==> src/rtl/apb_rr_master.sv <==
// Round-robin APB master: arbitrates NUM_REQ req/ack requesters onto one APB bus.
// Optional ACCESS wait limit is built when APB_TIMEOUT_EN is defined.
module apb_rr_master #(
    parameter int unsigned NUM_REQ        = 2,
    parameter int unsigned ADDR_WIDTH     = 32,
    parameter int unsigned DATA_WIDTH     = 32,
    parameter int unsigned TIMEOUT_CYCLES = 16
) (
    input  logic                           PCLK,
    input  logic                           PRESET,
    input  logic [NUM_REQ-1:0]             req,
    input  logic [NUM_REQ-1:0]             req_write,
    input  logic [NUM_REQ*ADDR_WIDTH-1:0]  req_addr,
    input  logic [NUM_REQ*DATA_WIDTH-1:0]  req_wdata,
    output logic [NUM_REQ-1:0]             ack,
    output logic [DATA_WIDTH-1:0]          rsp_rdata,
    output logic                           rsp_err,
    output logic                           PSEL,
    output logic                           PENABLE,
    output logic                           PWRITE,
    output logic [ADDR_WIDTH-1:0]          PADDR,
    output logic [DATA_WIDTH-1:0]          PWDATA,
    input  logic [DATA_WIDTH-1:0]          PRDATA,
    input  logic                           PREADY,
    input  logic                           PSLVERR
);

    localparam int unsigned PTR_W = (NUM_REQ > 1) ? $clog2(NUM_REQ) : 1;

    // Elaboration-time parameter sanity check.
    if (NUM_REQ < 2 || NUM_REQ > 8 || TIMEOUT_CYCLES == 0) begin : g_bad_param
        $error("apb_rr_master: NUM_REQ must be 2..8 and TIMEOUT_CYCLES nonzero");
    end

    typedef enum logic [1:0] {
        ST_IDLE   = 2'd0,
        ST_SETUP  = 2'd1,
        ST_ACCESS = 2'd2
    } state_e;

    state_e                 state_q, state_d;
    logic [PTR_W-1:0]       ptr_q, ptr_d;
    logic [PTR_W-1:0]       grant_q, grant_d;
    logic                   psel_q, psel_d;
    logic                   penable_q, penable_d;
    logic                   pwrite_q, pwrite_d;
    logic [ADDR_WIDTH-1:0]  paddr_q, paddr_d;
    logic [DATA_WIDTH-1:0]  pwdata_q, pwdata_d;
    logic [NUM_REQ-1:0]     ack_q, ack_d;
    logic [DATA_WIDTH-1:0]  rdata_q, rdata_d;
    logic                   err_q, err_d;

`ifdef APB_TIMEOUT_EN
    localparam int unsigned CNT_W = $clog2(TIMEOUT_CYCLES + 1);
    logic [CNT_W-1:0]       cnt_q, cnt_d;
`endif

    logic [NUM_REQ-1:0]     elig;
    logic                   hit_hi, hit_any;
    logic [PTR_W-1:0]       sel_hi, sel_lo, sel_idx;
    logic                   sel_write;
    logic [ADDR_WIDTH-1:0]  sel_addr;
    logic [DATA_WIDTH-1:0]  sel_wdata;

    // Lowest eligible index at/above the pointer wins; otherwise wrap to lowest overall.
    always_comb begin : rr_pick
        elig    = req & ~ack_q;
        hit_hi  = 1'b0;
        hit_any = 1'b0;
        sel_hi  = '0;
        sel_lo  = '0;
        for (int j = NUM_REQ - 1; j >= 0; j--) begin
            if (elig[j]) begin
                hit_any = 1'b1;
                sel_lo  = PTR_W'(j);
                if (PTR_W'(j) >= ptr_q) begin
                    hit_hi = 1'b1;
                    sel_hi = PTR_W'(j);
                end
            end
        end
        sel_idx = hit_hi ? sel_hi : sel_lo;
    end

    always_comb begin : rr_mux
        sel_write = 1'b0;
        sel_addr  = '0;
        sel_wdata = '0;
        for (int j = 0; j < NUM_REQ; j++) begin
            if (sel_idx == PTR_W'(j)) begin
                sel_write = req_write[j];
                sel_addr  = req_addr[j*ADDR_WIDTH +: ADDR_WIDTH];
                sel_wdata = req_wdata[j*DATA_WIDTH +: DATA_WIDTH];
            end
        end
    end

    always_comb begin : fsm_next
        state_d   = state_q;
        ptr_d     = ptr_q;
        grant_d   = grant_q;
        psel_d    = psel_q;
        penable_d = penable_q;
        pwrite_d  = pwrite_q;
        paddr_d   = paddr_q;
        pwdata_d  = pwdata_q;
        ack_d     = '0;
        rdata_d   = rdata_q;
        err_d     = err_q;
`ifdef APB_TIMEOUT_EN
        cnt_d     = cnt_q;
`endif
        unique case (state_q)
            ST_IDLE: begin
                psel_d    = 1'b0;
                penable_d = 1'b0;
                if (hit_any) begin
                    grant_d  = sel_idx;
                    pwrite_d = sel_write;
                    paddr_d  = sel_addr;
                    pwdata_d = sel_wdata;
                    psel_d   = 1'b1;
                    state_d  = ST_SETUP;
                end
            end
            ST_SETUP: begin
                penable_d = 1'b1;
                state_d   = ST_ACCESS;
`ifdef APB_TIMEOUT_EN
                cnt_d     = '0;
`endif
            end
            ST_ACCESS: begin
                if (PREADY) begin
                    psel_d    = 1'b0;
                    penable_d = 1'b0;
                    ack_d     = NUM_REQ'(1) << grant_q;
                    rdata_d   = pwrite_q ? '0 : PRDATA;
                    err_d     = PSLVERR;
                    ptr_d     = (grant_q == PTR_W'(NUM_REQ - 1)) ? '0 : grant_q + PTR_W'(1);
                    state_d   = ST_IDLE;
                end
`ifdef APB_TIMEOUT_EN
                // Stuck slave: abort with an error ack once the wait limit is hit.
                else if (cnt_q == CNT_W'(TIMEOUT_CYCLES - 1)) begin
                    psel_d    = 1'b0;
                    penable_d = 1'b0;
                    ack_d     = NUM_REQ'(1) << grant_q;
                    rdata_d   = '0;
                    err_d     = 1'b1;
                    ptr_d     = (grant_q == PTR_W'(NUM_REQ - 1)) ? '0 : grant_q + PTR_W'(1);
                    state_d   = ST_IDLE;
                end else begin
                    cnt_d = cnt_q + CNT_W'(1);
                end
`endif
            end
            default: begin
                state_d = ST_IDLE;
            end
        endcase
    end

    always_ff @(posedge PCLK) begin : regs
        if (PRESET) begin
            state_q   <= ST_IDLE;
            ptr_q     <= '0;
            grant_q   <= '0;
            psel_q    <= 1'b0;
            penable_q <= 1'b0;
            pwrite_q  <= 1'b0;
            paddr_q   <= '0;
            pwdata_q  <= '0;
            ack_q     <= '0;
            rdata_q   <= '0;
            err_q     <= 1'b0;
`ifdef APB_TIMEOUT_EN
            cnt_q     <= '0;
`endif
        end else begin
            state_q   <= state_d;
            ptr_q     <= ptr_d;
            grant_q   <= grant_d;
            psel_q    <= psel_d;
            penable_q <= penable_d;
            pwrite_q  <= pwrite_d;
            paddr_q   <= paddr_d;
            pwdata_q  <= pwdata_d;
            ack_q     <= ack_d;
            rdata_q   <= rdata_d;
            err_q     <= err_d;
`ifdef APB_TIMEOUT_EN
            cnt_q     <= cnt_d;
`endif
        end
    end

    assign PSEL      = psel_q;
    assign PENABLE   = penable_q;
    assign PWRITE    = pwrite_q;
    assign PADDR     = paddr_q;
    assign PWDATA    = pwdata_q;
    assign ack       = ack_q;
    assign rsp_rdata = rdata_q;
    assign rsp_err   = err_q;

endmodule

==> config.mk <==
export PLATFORM = sky130hd
export DESIGN_NAME = apb_rr_master
export DESIGN_NICKNAME = d
export VERILOG_FILES = /design/src/rtl/apb_rr_master.sv
export SDC_FILE = /design/constraint.sdc
export NUM_CORES = 1
export LEC_CHECK = 0
export CORE_ASPECT_RATIO = 0.5
export CORE_MARGIN = 2
export CORE_UTILIZATION = 40
export DETAILED_ROUTE_END_ITERATION = 8
export HOLD_SLACK_MARGIN = 0.02
export PLACE_DENSITY = 0.87
export SKIP_LAST_GASP = 1
export SLEW_MARGIN = 15
export SYNTH_ARGS = -nofsm -noshare
export SYNTH_HDL_FRONTEND = slang
export SYNTH_SLANG_ARGS = --single-unit
==> constraint.sdc <==
create_clock -name PCLK -period 3.6 [get_ports PCLK]
set_input_delay 0.72 -clock PCLK [delete_from_list [all_inputs] [get_ports PCLK]]
set_output_delay 0.72 -clock PCLK [all_outputs]
set_load 0.05 [all_outputs]
* After elaboration in Yosys (flattened, before gate mapping)
Cells that the tools add are included.
** Operators by class
- Add/subtract/negate cells :: 1
- Magnitude comparators :: 2
- Eq/ne operators :: 4
- Shift-type cells :: 1
- Multiplexer cells :: 22
- Bitwise logic cells :: 4
- Reduce and logical (&&, ||, !) cells :: 9
** Operators by type and width (number)
- 32-bit two-way mux :: 3
- 1-bit two-way mux :: 14
- 2-bit AND reduction :: 5
- 2-bit case mux with 3 select lines :: 1
- 2-bit two-way mux :: 2
- 2-bit inequality test (second input constant) :: 2
- 1-bit case mux with 3 select lines :: 1
- 3-bit nonzero test :: 1
- 3-bit OR reduction :: 1
- 2-bit bitwise AND :: 1
- 2-bit by 1-bit equality test with 1-bit output (second input constant) :: 1
- 2-bit equality test (second input constant) :: 1
- 1-bit greater-or-equal comparator (first input constant) :: 2
- 2-bit logical NOT :: 1
- 1-bit NOT :: 2
- 2-bit NOT :: 1
- 1-bit case mux with 2 select lines :: 1
- 2-bit nonzero test :: 1
- 1-bit by 1-bit left shift with 2-bit output (first input constant) :: 1
- 1-bit adder (second input constant) :: 1
** Word-level totals
- Flip-flop bits (word level) :: 106
- Output and inout port bits :: 102
- Word-level logic and storage cells :: 54

* Longest topological paths before layout
- Word-level depth :: 7
- Mapped depth :: 6
- Gate-level depth less buffers :: 4

* Worst setup path after synthesis
OpenSTA, ideal clock, no wires.
- Path kind :: input to register
- Start :: in req[0]
- End :: reg paddr_q[28] (netlist: PADDR[28])
- Arrival :: 1714 ps
- Data required time :: 3460 ps
- Path slack :: 1746 ps
- Cell stages on the path :: 6
- Buffers on the path :: 2
- Cells stage by stage :: or3b_1 > and2_4 > buf_6 > buf_6 > a21oi_2 > a211oi_2
** Between the ends
- Longest elaborated chain between the ends :: 4
- Elaborated cells on any way between the ends :: 8
- Classes of those cells :: mux (6); bitwise (1); reduce/logical (1)
** Ends and longest elaborated chain
- start, declared :: line 11 : input logic [NUM_REQ-1:0] req,
- 2-bit bitwise AND (*) :: line 67 : elig = req & ~ack_q;
- 1-bit two-way mux :: line 73 : if (elig[j]) begin
- 1-bit two-way mux :: line 82 : sel_idx = hit_hi ? sel_hi : sel_lo;
- 32-bit two-way mux :: line 90 : if (sel_idx == PTR_W'(j)) begin
- end signal, assigned :: line 187 : paddr_q <= paddr_d;
- end, declared :: line 47 : logic [ADDR_WIDTH-1:0] paddr_q, paddr_d;
Every way passes the cells marked *; elsewhere a longest branch is shown, timed or not.
A chain may end at the register's enable or synchronous reset.

* Worst setup path after layout
- Start :: in req[1]
- End :: reg pwdata_q[19] (netlist: PWDATA[19])
** Between the ends
- Longest elaborated chain between the ends :: 6
- Elaborated cells on any way between the ends :: 12
- Classes of those cells :: mux (10); bitwise (1); reduce/logical (1)
** Ends and longest elaborated chain
- 2-bit bitwise AND (*) :: line 67
- 1-bit two-way mux :: line 73
- 1-bit two-way mux :: line 76 : if (PTR_W'(j) >= ptr_q) begin
- 1-bit two-way mux :: line 73
- 1-bit two-way mux :: line 82
- 32-bit two-way mux :: line 90
- end signal, assigned :: line 188 : pwdata_q <= pwdata_d;
- end, declared :: line 48 : logic [DATA_WIDTH-1:0] pwdata_q, pwdata_d;
Marked as above.

==> impl_metrics.csv <==
group,metric,value,unit
run_status,status,"completed",
sta,finalMaxSlewViolations,0,
worst_setup_path,crit_path_max_fanout,66,
place,dp_slack,0.938,ns
cells_and_area,final.fill_count,806,
clock_network,cts_max_path_buffers,2,
global_routing,use_met1,29.0,%
detailed_routing,final_antenna_net_count,0,
yosys,yosysWarnings,0,
clock_network,postCtsSetupBuffers,0,
yosys,netlist_area,4250,µm²
clock_network,worstSkewPairLatency,0.34,ns
detailed_routing,wire_per_inst,17.0,µm
clock_network,ctsResizeCount,0,
yosys,synth_top_area_cell,"dfxtp_1",
yosys,synth_area_per_cell,9.05,µm²
yosys,ys_ff_latch,106,
global_routing,grt_pass1_wl,22600,µm
floorplan,initial_core_util,41.4,%
detailed_routing,route.detailed.drc,0,
sta,fin_crit,2.38,ns
place,gp_congestion,0.807,
cells_and_area,regArea,2120,µm²
floorplan,ios,270,
global_routing,antenna_found_initial,0,
global_routing,grt_use_met2,44.8,%
detailed_routing,drt-initial-drc-count,278,
yosys,seq_area_frac_synth,49.9,%
clock_network,cts_num_sinks,106,
sta,setup_ws,1.22,ns
detailed_routing,totalWireLength,14700,µm
sta,hold_viol,0,
floorplan,die_h,76.9,µm
global_routing,gr-max-usage-layer,"met2",
floorplan,die-area,11500,µm²
clock_network,cts_tree,"built",
cells_and_area,antenna_cells,0,
yosys,synthArstFlopShare,0,%
floorplan,die_x,150,µm
worst_setup_path,crit_type,"input port to flop",
yosys,yosysMostFrequentCell,"dfxtp_1",
detailed_routing,vias,4478,
cells_and_area,final_nets,884,
global_routing,track_usage,24.7,%
floorplan,core_area,10300,µm²
power,ir_worst_vdd,0.242,mV
cells_and_area,syn_to_final_growth,70.2,%
sta,setup_viol,0,
cells_and_area,layout-drive-gt1-share,7.77,%
sta,rsz0062_at_grt,"no",
clock_network,path_clk_slew,0.07,ns
min_path,worstHoldPathType,"flop to flop",
clock_network,htreeDepth,3,
place,dp_hpwl,10400,µm
clock_network,cts_made_buffers,9,
floorplan,rows,26,
detailed_routing,vias_per_cell,5.20,
sta,tns,0,ns
yosys,netlist_instances,470,
yosys,synth_enable_flop_cells,0,
sta,finClkSkew,0.00740,ns
yosys,synthTopCellsByArea,"dfxtp_1, a211oi_1, a22o_1",
global_routing,overflow,0,
worst_setup_path,startpoint,"req[1]",
power,leakage,2.80,nW
yosys,synthFlopType,"dfxtp_1",
yosys,netlist.area_leader.share,49.9,%
sta,tightest_slew,0.823,ns
power,p_per_area,476,nW/µm²
global_routing,grtUsageMet3,5.12,%
sta,max_slew_margin,45.2,%
min_path,hp-start,"ptr_q",
worst_setup_path,crit_path_start_kind,"input port",
clock_network,cts_root_buf,"clkbuf_16",
detailed_routing,firstDrtPassIters,4,
worst_setup_path,crit_arrival,2.62,ns
yosys,syn_nets,638,
global_routing,grt_pass1_vias,4312,
worst_setup_path,cp_data_required_time,3.83,ns
sta,timing.final.crit_share,66.2,%
sta,fmax,419,MHz
place,port_buffers,269,
global_routing,grt_max_degree,67,
worst_setup_path,worstSetupEndpointType,"flop",
yosys,synthTopCellsByCount,"dfxtp_1, nor2_1, nand2_1",
cells_and_area,multi_input_area,1890,µm²
yosys,synth.distinct_cells,27,
worst_setup_path,r2r_start,"ack[1]",
clock_network,hold_buffers,0,
flow_run,maxCapViolations,0,
-- per-stage QoR --
| step | cell area (µm²) | power [mW] | hold WS [ns] | cells | util (%) |
|---|---|---|---|---|---|
| floorplan | 4250 | 2.05 | 0.420 | 470 | - |
| global placement | 6960 | 2.49 | 0.439 | 845 | 67.7 |
| finish | 7240 | 3.45 | 0.465 | 861 | 70.4 |
| detailed placement | 6960 | 2.51 | 0.460 | 845 | 67.7 |
| CTS | 7240 | 3.47 | 0.472 | 861 | 70.4 |
| global route | 7240 | 3.59 | 0.491 | 861 | 70.4 |
-- cell families after synthesis --
logic type,share of synthesized area [%]
AO/OA/AOI/OAI,29.4
AND/OR/NAND/NOR,14.1
flip-flops,49.9
buffers and inverters,6.24
multiplexers,0.471
-- worst max-delay path: stages --
cell	delay, ns
clkdlybuf4s50_1	0.45
nor2b_4	0.20
and2_4	0.72
a21oi_1	0.19
a211oi_1	0.32
-- per-layer routing --
metal | routed length, µm | vias up | share of wire, %
li1 | - | 2150 | -
met4 | 399 | 0 | 2.7
met3 | 688 | 31 | 4.7
met2 | 7660 | 138 | 52
met5 | 0 | - | 0
met1 | 5920 | 2159 | 40
-- where the power goes --
part / switching (mW) / leakage [nW] / total, mW / internal (mW)
clock network: 0.474 / 0.141 / 0.963 / 0.488
logic: 0.688 / 1.79 / 1.15 / 0.459
registers: 0.0598 / 0.872 / 1.34 / 1.28
-- layout make-up --
| cell class | instances | share of cell area, % |
|---|---|---|
| repair buffers | 278 | 38.2 |
| well taps | 140 | 2.42 |
| multi-input cells | 320 | 26.1 |
| inverters | 1 | 0.0518 |
| clock inverters | 6 | 0.795 |
| flip-flops and latches | 106 | 29.3 |
| clock buffers | 10 | 3.16 |
-- registers in the layout, indices dropped and copies added, names as in the netlist --
signal	cells
PADDR	32
PENABLE	1
PSEL	1
PWDATA	32
PWRITE	1
ack	2
grant_q	1
ptr_q	1
rsp_err	1
rsp_rdata	32
state_q	2
-- layout by cell type, fill, tap and decap left out, types with 2 or more instances in the layout --
cell | synthesis | final
a211oi_2 | 11 | 11
nor2b_1 | 3 | 2
a21oi_2 | 13 | 13
a21oi_1 | 55 | 55
a211oi_1 | 54 | 54
buf_4 | 4 | 8
a22o_1 | 32 | 32
mux2i_1 | 2 | 2
inv_6 | 0 | 2
nand2_1 | 68 | 67
clkdlybuf4s50_1 | 0 | 268
dfxtp_1 | 106 | 106
clkbuf_16 | 0 | 9
clkinv_4 | 0 | 2
nor2_1 | 70 | 70
inv_8 | 0 | 2
-- final timing paths --
kind	endpoint	slack [ns]	depth (start not counted)
min reg2reg	ptr_q	0.46	1
max reg2reg	PWDATA[19]	1.73	4
max	PWDATA[19]	1.22	5
min	ptr_q	0.46	1
(Power assumes the default switching activity.)
